===== config.mk =====
export PLATFORM = sky130hd
export DESIGN_NAME = dbg_cmd_gen
export DESIGN_NICKNAME = d
export VERILOG_FILES = /design/src/rtl/dbg_cmd_gen.sv
export SDC_FILE = /design/constraint.sdc
export NUM_CORES = 1
export LEC_CHECK = 0
export CELL_PAD_IN_SITES_DETAIL_PLACEMENT = 0
export CELL_PAD_IN_SITES_GLOBAL_PLACEMENT = 1
export CORE_ASPECT_RATIO = 0.75
export CORE_MARGIN = 2
export CORE_UTILIZATION = 42
export DETAILED_ROUTE_END_ITERATION = 12
export GPL_TIMING_DRIVEN = 0
export PLACE_DENSITY = 0.73
export SETUP_SLACK_MARGIN = 0.05
export SYNTH_ARGS = -nofsm -noshare
export SYNTH_HDL_FRONTEND = slang
export SYNTH_SLANG_ARGS = --single-unit

===== constraint.sdc =====
create_clock -name clk -period 6.4 [get_ports clk]
set_input_delay 0.64 -clock clk [delete_from_list [all_inputs] [get_ports clk]]
set_output_delay 0.64 -clock clk [all_outputs]
set_load 0.01 [all_outputs]

===== src/rtl/dbg_cmd_gen.sv =====
// Debug command generator: debounced step/run buttons and a captured 5-bit data word with a valid/ready handshake.
// Define AUTO_STEP_EN to emit repeated step pulses while btn_step stays held.
module dbg_cmd_gen #(
    parameter int unsigned DB_CYCLES     = 1000000,
    parameter int unsigned REPEAT_CYCLES = 10000000
) (
    input  logic       clk,
    input  logic       rst,
    input  logic       btn_step,
    input  logic       btn_valid,
    input  logic       sw_run,
    input  logic [4:0] sw_in,
    input  logic       ready,
    output logic       step,
    output logic       run,
    output logic [4:0] in,
    output logic       valid,
    output logic       busy
);
    localparam logic [23:0] DB_TC  = 24'(DB_CYCLES - 1);
    localparam logic [23:0] REP_TC = 24'(REPEAT_CYCLES - 1);

    typedef enum logic [1:0] {
        S_IDLE    = 2'd0,
        S_SEND    = 2'd1,
        S_RELEASE = 2'd2
    } state_t;

    // bit 0 = step button, bit 1 = valid button, bit 2 = run switch
    logic [2:0]  r_sync1;
    logic [2:0]  r_sync2;
    logic [2:0]  r_db;
    logic [1:0]  r_db_d;
    logic [23:0] r_db_cnt [3];
    logic [4:0]  r_sw_sync1;
    logic [4:0]  r_sw_sync2;
    logic        r_run;
    logic        r_step;
    state_t      r_state;
    state_t      w_state_nxt;
    logic [4:0]  r_in;
    logic [4:0]  w_in_nxt;
    logic        w_step_rise;
    logic        w_valid_rise;
    logic        w_step_nxt;

    always_ff @(posedge clk or negedge rst) begin
        if (!rst) begin
            r_sync1    <= '0;
            r_sync2    <= '0;
            r_sw_sync1 <= '0;
            r_sw_sync2 <= '0;
        end else begin
            r_sync1    <= {sw_run, btn_valid, btn_step};
            r_sync2    <= r_sync1;
            r_sw_sync1 <= sw_in;
            r_sw_sync2 <= r_sw_sync1;
        end
    end

    // Level flips only after DB_CYCLES consecutive disagreeing samples.
    always_ff @(posedge clk or negedge rst) begin
        if (!rst) begin
            r_db   <= '0;
            r_db_d <= '0;
            r_run  <= 1'b0;
            for (int i = 0; i < 3; i++) begin
                r_db_cnt[i] <= '0;
            end
        end else begin
            r_db_d <= r_db[1:0];
            r_run  <= r_db[2];
            for (int i = 0; i < 3; i++) begin
                if (r_sync2[i] == r_db[i]) begin
                    r_db_cnt[i] <= '0;
                end else if (r_db_cnt[i] == DB_TC) begin
                    r_db[i]     <= r_sync2[i];
                    r_db_cnt[i] <= '0;
                end else begin
                    r_db_cnt[i] <= r_db_cnt[i] + 24'd1;
                end
            end
        end
    end

    assign w_step_rise  = r_db[0] & ~r_db_d[0];
    assign w_valid_rise = r_db[1] & ~r_db_d[1];

`ifdef AUTO_STEP_EN
    logic [23:0] r_rep_cnt;
    logic        w_held;
    logic        w_rep_hit;

    assign w_held    = r_db[0] & r_db_d[0];
    assign w_rep_hit = w_held & (r_rep_cnt == REP_TC);

    // Counter starts from zero on the cycle after the initial pulse.
    always_ff @(posedge clk or negedge rst) begin
        if (!rst) begin
            r_rep_cnt <= '0;
        end else if (!w_held || w_rep_hit) begin
            r_rep_cnt <= '0;
        end else begin
            r_rep_cnt <= r_rep_cnt + 24'd1;
        end
    end

    assign w_step_nxt = w_step_rise | w_rep_hit;
`else
    logic w_unused_rep;

    assign w_unused_rep = ^REP_TC;
    assign w_step_nxt   = w_step_rise;
`endif

    always_ff @(posedge clk or negedge rst) begin
        if (!rst) begin
            r_step <= 1'b0;
        end else begin
            r_step <= w_step_nxt;
        end
    end

    always_ff @(posedge clk or negedge rst) begin
        if (!rst) begin
            r_state <= S_IDLE;
            r_in    <= '0;
        end else begin
            r_state <= w_state_nxt;
            r_in    <= w_in_nxt;
        end
    end

    always_comb begin
        w_state_nxt = r_state;
        w_in_nxt    = r_in;
        case (r_state)
            S_IDLE: begin
                if (w_valid_rise) begin
                    w_in_nxt    = r_sw_sync2;
                    w_state_nxt = S_SEND;
                end
            end
            S_SEND: begin
                if (ready) begin
                    w_state_nxt = S_RELEASE;
                end
            end
            S_RELEASE: begin
                if (!r_db[1]) begin
                    w_state_nxt = S_IDLE;
                end
            end
            default: begin
                w_state_nxt = S_IDLE;
            end
        endcase
    end

    assign step  = r_step;
    assign run   = r_run;
    assign in    = r_in;
    assign valid = (r_state == S_SEND);
    assign busy  = (r_state != S_IDLE);

endmodule


==> summary.md, run 1 <==
| Metric | Value |
|---|---|
| Setup_tns | `0 ns` |
| Largest net degree at the start of global routing | `66` |
| Post-Syn Instances | `441` |
| Post-DP HPWL | `5960 um` |
| Maximum VDD drop | `0.124 mV` |
| Die Area | `0.0118 mm2` |
| Crit Path Category | `reg2reg` |
| Antenna-violating nets left | `0` |
| WP data required | `6.61 ns` |
| Placed insts | `601` |
| CTS Hold Bufs | `0` |
| Layout area overhead | `14.7%` |
| Most common cell after layout, fill and taps aside | `dfrtp_1` |
| Total grt overflow | `0` |
| Most common flop cell mapped by yosys | `dfrtp_1` |
| Crit-path max FO | `10` |
| Nets | `486` |
| Post-synthesis sequential area ratio | `0.554` |
| Layout Cells excl Fill | `617` |
| Netlist cell types | `34` |
| CTS max path bufs | `2` |
| Overall power | `1230 uW` |
| WL/cell | `14.4 um` |
| Crit path max-delay family | `simple AND/OR/NAND/NOR gates` |
| Worst Max-Slew Pin Slew | `0.929 ns` |
| Gpl congestion | `0.788` |
| Vias | `3384` |
| Core box area | `0.0108 mm2` |
| Die Wd | `125 um` |
| CP Cell Sequence | `nor4b_1 -> nand4_1 -> o31ai_1 -> clkbuf_1 -> nor2_1` |
| Hold Slack | `0.262 ns` |
| Hold Vio Cnt, Final | `0` |
| Endpoints failing setup | `0` |
| Largest cells by area after synthesis | `dfrtp_1, xnor2_1, nor2_1` |
| Clock latency on the worst-skew pair | `0.34 ns` |
| N_diodes | `0` |
| Syn Area/Cell | `10.4 um2` |
| Post-CTS setup buffer count | `0` |
| Top Ports | `20` |
| IO Port Bufs | `19` |
| Number of remaining DRC errors | `0` |
| Syn Nets | `455` |
| Synth Cell Area | `0.00460 mm2` |
| Initial Util | `0.426` |
| Critical path capture point type | `register` |
| Slowest CP cell | `o31ai_1` |
| Synthesis Warnings | `0` |
| Initial DRC count | `183` |
| Count of pins over their slew limit | `0` |
| Rows | `33` |
| Most frequent cells in the layout | `dfrtp_1, nor2_1, a21oi_1, nand3_1, nand2_1` |
| Yosys top cell area share | `0.554` |
| Die height | `94.7 um` |
| Max-cap check violation count | `0` |
| Static Leakage | `0.00210 uW` |
| Yosys reg bits | `102` |
| TritonRoute pass-1 iters | `4` |
| Number of buffers created by CTS | `9` |
| Initial antenna violation count | `0` |
| Final worst-path cycle share | `0.377` |
| Status | `finished clean` |
| Via density per instance | `5.48` |
| Critical path arrival | `2.62 ns` |
| Total GRT Usage | `0.164` |
| Vias in the first global route | `3368` |
| Clk Tree Root Cell | `clkbuf_16` |
| RSZ-0062 raised after global routing | `false` |
| CTS tree | `yes` |
| EDFF count, synth | `0` |
| Clock Sinks | `102` |
| Largest area contributor in the netlist | `dfrtp_1` |
| Share of layout cells above drive strength 1 | `0.0776` |
| Critical path launch point type | `register` |
| Post-route clock skew | `0.00536 ns` |
| Max stage delay on crit path | `0.60 ns` |
| Max frequency | `414 MHz` |
| Layout Utilization | `0.488` |
| Worst slew margin | `0.373` |
| Clock-pin slew on the worst setup and hold paths | `0.07 ns` |
| Ys async rst share | `1.00` |
| Buf/Inv on CP | `1` |
| Final critical-path required period | `2.41 ns` |
| Wire length of the first global-routing pass | `15800 um` |
| H-tree Lvls | `3` |
| Pwr/cell area | `232 mW/mm2` |
| Hold Crit Class | `in2async` |
| Wirelength, routed | `8870 um` |
| PostCTS Resize Cnt | `0` |
report_power, final:
| part | switching [uW] | internal (uW) | total (uW) |
|---|---|---|---|
| combinational | 25.8 | 13.1 | 39.0 |
| clock | 256 | 272 | 528 |
| sequential | 6.72 | 654 | 660 |
| total | 288 | 939 | 1230 |
cell families after synthesis:
| group | share of synthesized area |
|---|---|
| flip-flops | 0.554 |
| AO/OA/AOI/OAI | 0.0818 |
| XOR/XNOR | 0.0742 |
| multiplexers | 0.0196 |
| AND/OR/NAND/NOR | 0.240 |
| adder cells (fa/ha/maj) | 0.00815 |
| buffers and inverters | 0.0220 |
per-layer routing:
metal  share of wire  global-route usage  vias to the layer above
met1            0.52               0.222                     1670
met2            0.45               0.266                       40
met5               0                   0                        -
li1                -                   -                     1665
met4           0.011              0.0500                        0
met3           0.026              0.0397                        9
worst paths after layout:
path                                         from  cells after the start  slack, ns                      to
hold / removal                                rst                      1       0.26       in[3]$_DFFE_PN0P_
max in group asynchronous                     rst                      2       5.45  r_db_cnt[54]$_DFF_PN0_
min in group clk             r_sync1[1]$_DFF_PN0_                      0       0.35    r_sync2[1]$_DFF_PN0_
setup reg to reg           r_db_cnt[68]$_DFF_PN0_                      5       3.99  r_db_cnt[54]$_DFF_PN0_
setup / recovery           r_db_cnt[68]$_DFF_PN0_                      5       3.99  r_db_cnt[54]$_DFF_PN0_
hold reg to reg              r_sync1[1]$_DFF_PN0_                      0       0.35    r_sync2[1]$_DFF_PN0_
Yosys cell counts (8+ instances only):
library cell and instances:
a21oi_1 30, clkbuf_1 9, nand4_1 15, mux2_2 8, nor4_1 12, dfrtp_1 102, o21ai_0 14, xor2_1 17
inv_1 12, nor3_1 8, o31ai_1 18, xnor2_1 22, nand2_1 26, nand3_1 28, nor2_1 45, or3_1 16
or4_1 21
metrics by stage:
step	area [um2]	worst slack, ns
6_report	5280	3.99
5_1_grt	5280	3.65
4_1_cts	5280	3.97
3_5_place_dp	4990	4.00
3_3_place_gp	4970	0.772
2_1_floorplan	4600	4.35
sequential cells by signal, indices dropped and copies added (netlist names):
register    count
in              5
r_db            3
r_db_cnt       72
r_db_d          2
r_state         2
r_sw_sync1      5
r_sw_sync2      5
r_sync1         3
r_sync2         3
run             1
step            1
final cells by class:
class,count,area (um2)
buffer,13,56.3
clock buffer,9,225
tap,140,175
clock inverter,7,62.6
inverter,12,45.0
sequential,102,2550
timing repair buffer,20,215
fill,1016,5540
multi-input combinational,314,1950
worst reg2reg max path: stages, from the launching register on:
cell and delay (ns):
dfrtp_1 0.44, nor4b_1 0.52, nand4_1 0.19, o31ai_1 0.60
clkbuf_1 0.44, nor2_1 0.11
Note: power is estimated with default switching activity, not from simulation.
==> run 2: changes to the inputs <==
Clock period 6.4 ns to 2.5 ns, I/O delays scaled along.
==> summary.md, run 2 (synthesis results as in run 1) <==
| Metric | Value |
|---|---|
| Min setup slack post-route | `0.251 ns` |
| # fillers | `1017` |
| Critical path capture point type | `register` |
| Post-CTS setup buffer count | `0` |
| Pint | `2410 uW` |
| Die Area | `0.0118 mm2` |
| Setup_tns | `0 ns` |
| Clock Sinks | `102` |
| Final worst-path cycle share | `0.900` |
| Number of remaining DRC errors | `0` |
| Setup WS pre-CTS | `0.101 ns` |
| Reg power frac | `0.537` |
| Final instance area | `0.00531 mm2` |
| CTS max path bufs | `2` |
| Count of pins over their slew limit | `0` |
| Critical path launch point type | `register` |
| Switch share | `0.235` |
| Max-cap check violation count | `0` |
| WL/cell | `14.4 um` |
| RSZ-0062 raised after global routing | `false` |
| Total GRT Usage | `0.164` |
| Status | `finished clean` |
| CTS tree | `yes` |
| Clock latency on the worst-skew pair | `0.34 ns` |
| Max reg flops | `72` |
| TritonRoute pass-1 iters | `4` |
| Initial antenna violation count | `0` |
| Hold Crit Class | `in2reg` |
| Worst slew margin | `0.442` |
| H-tree Lvls | `3` |
| Static Leakage | `0.00212 uW` |
| Top reg by flops | `r_db_cnt` |
| Hold Vio Cnt, Final | `0` |
| Maximum VDD drop | `0.318 mV` |
| Crit-path max FO | `10` |
| Critical path arrival | `2.52 ns` |
| Die Wd | `125 um` |
| Die height | `94.7 um` |
| Clock-pin slew on the worst setup and hold paths | `0.07 ns` |
| Clock power share | `0.430` |
| Vias in the first global route | `3368` |
| Most common cell after layout, fill and taps aside | `dfrtp_1` |
| Max frequency | `445 MHz` |
| Vias | `3394` |
| Pwr/cell area | `593 mW/mm2` |
| Wire length of the first global-routing pass | `15800 um` |
| Total grt overflow | `0` |
| Nets | `487` |
| Post-DP Area | `0.00499 mm2` |
| Worst Max-Slew Pin Slew | `0.835 ns` |
| Storage cell area | `0.00255 mm2` |
| Rows | `33` |
| Wirelength, routed | `8910 um` |
| Final critical-path required period | `2.25 ns` |
| Multi-input gate area | `0.00196 mm2` |
| WP data required | `2.77 ns` |
| Logic pwr share | `0.033` |
| Via density per instance | `5.49` |
| Antenna-violating nets left | `0` |
| CP Cell Sequence | `ha_1 -> nand2_1 -> or4_4 -> buf_4 -> or4_1 -> a21oi_1` |
| Slowest CP cell | `or4_4` |
| Most frequent cells in the layout | `dfrtp_1, nor2_1, a21oi_1, nand3_1, nand2_1` |
| N_diodes | `0` |
| Endpoints failing setup | `0` |
| Layout area overhead | `15.3%` |
| Initial DRC count | `190` |
| Initial Util | `0.426` |
| Post-route clock skew | `0.00585 ns` |
| Clk Tree Root Cell | `clkbuf_16` |
| Gpl congestion | `0.788` |
| IO Port Bufs | `19` |
| Net Sw Power | `740 uW` |
| Largest net degree at the start of global routing | `66` |
| Post-DP HPWL | `5960 um` |
| Layout Utilization | `0.491` |
| Share of layout cells above drive strength 1 | `0.0858` |
| Max stage delay on crit path | `0.58 ns` |
| Top Ports | `20` |
| Crit Path Category | `reg2reg` |
| Number of buffers created by CTS | `9` |
| Core box area | `0.0108 mm2` |
-- run 2: metal layers --
layer | wire, um | global-route usage | up-vias
li1 | - | - | 1666
met1 | 4610 | 0.222 | 1687
met2 | 3990 | 0.266 | 32
met3 | 211 | 0.0397 | 9
met4 | 95 | 0.0500 | 0
met5 | 0 | 0 | -
-- run 2: layout make-up --
class	instances	area share
clock buffer	9	0.0424
sequential	102	0.481
timing repair buffer	21	0.0424
inverter	12	0.00849
multi-input combinational	314	0.370
buffer	13	0.0111
tap	140	0.0330
clock inverter	7	0.0118
-- run 2: power by group through the flow --
stage | Sequential [uW] | Combinational [uW] | Clock (uW)
finish | 1690 | 103 | 1350
global route | 1690 | 120 | 1470
CTS | 1690 | 105 | 1400
detailed placement | 1720 | 104 | 0
global placement | 1720 | 98.4 | 0
floorplan | 1720 | 37.3 | 0
-- run 2: path summary, 6_finish.rpt --
path	end	slack [ns]	startpoint	depth (start not counted)
max reg2reg	r_db_cnt[20]$_DFF_PN0_	0.25	r_db_cnt[0]$_DFF_PN0_	6
min in group asynchronous	in[3]$_DFFE_PN0P_	0.41	rst	2
max	r_db_cnt[20]$_DFF_PN0_	0.25	r_db_cnt[0]$_DFF_PN0_	6
max in group asynchronous	r_db_cnt[54]$_DFF_PN0_	1.39	rst	3
min reg2reg	r_sync2[1]$_DFF_PN0_	0.35	r_sync1[1]$_DFF_PN0_	0
min	r_sw_sync1[4]$_DFF_PN0_	0.34	sw_in[4]	1
-- run 2: what timing repair did --
| item | 4_1_cts | 5_1_grt |
|---|---|---|
| resized for setup | 0 | 6 |
| hold endpoints to repair | 37 | 0 |
| hold buffers | 1 | 0 |
| setup endpoints to repair | 0 | 40 |
-- run 2: stage by stage --
| step | cells | hold WS (ns) | power (uW) |
|---|---|---|---|
| floorplan | 441 | -0.0456 | 1760 |
| global placement | 600 | 0.333 | 1820 |
| detailed placement | 601 | 0.256 | 1830 |
| CTS | 618 | 0.322 | 3200 |
| global route | 618 | 0.331 | 3280 |
| finish | 618 | 0.337 | 3150 |
-- run 2: critical path: cells and delay by family, from the launching register on --
kind	cells	cell delay (ns)
AO/OA/AOI/OAI	1	0.15
adder cells (fa/ha/maj)	1	0.23
buffers and inverters	1	0.18
flip-flops	1	0.39
AND/OR/NAND/NOR	3	1.24
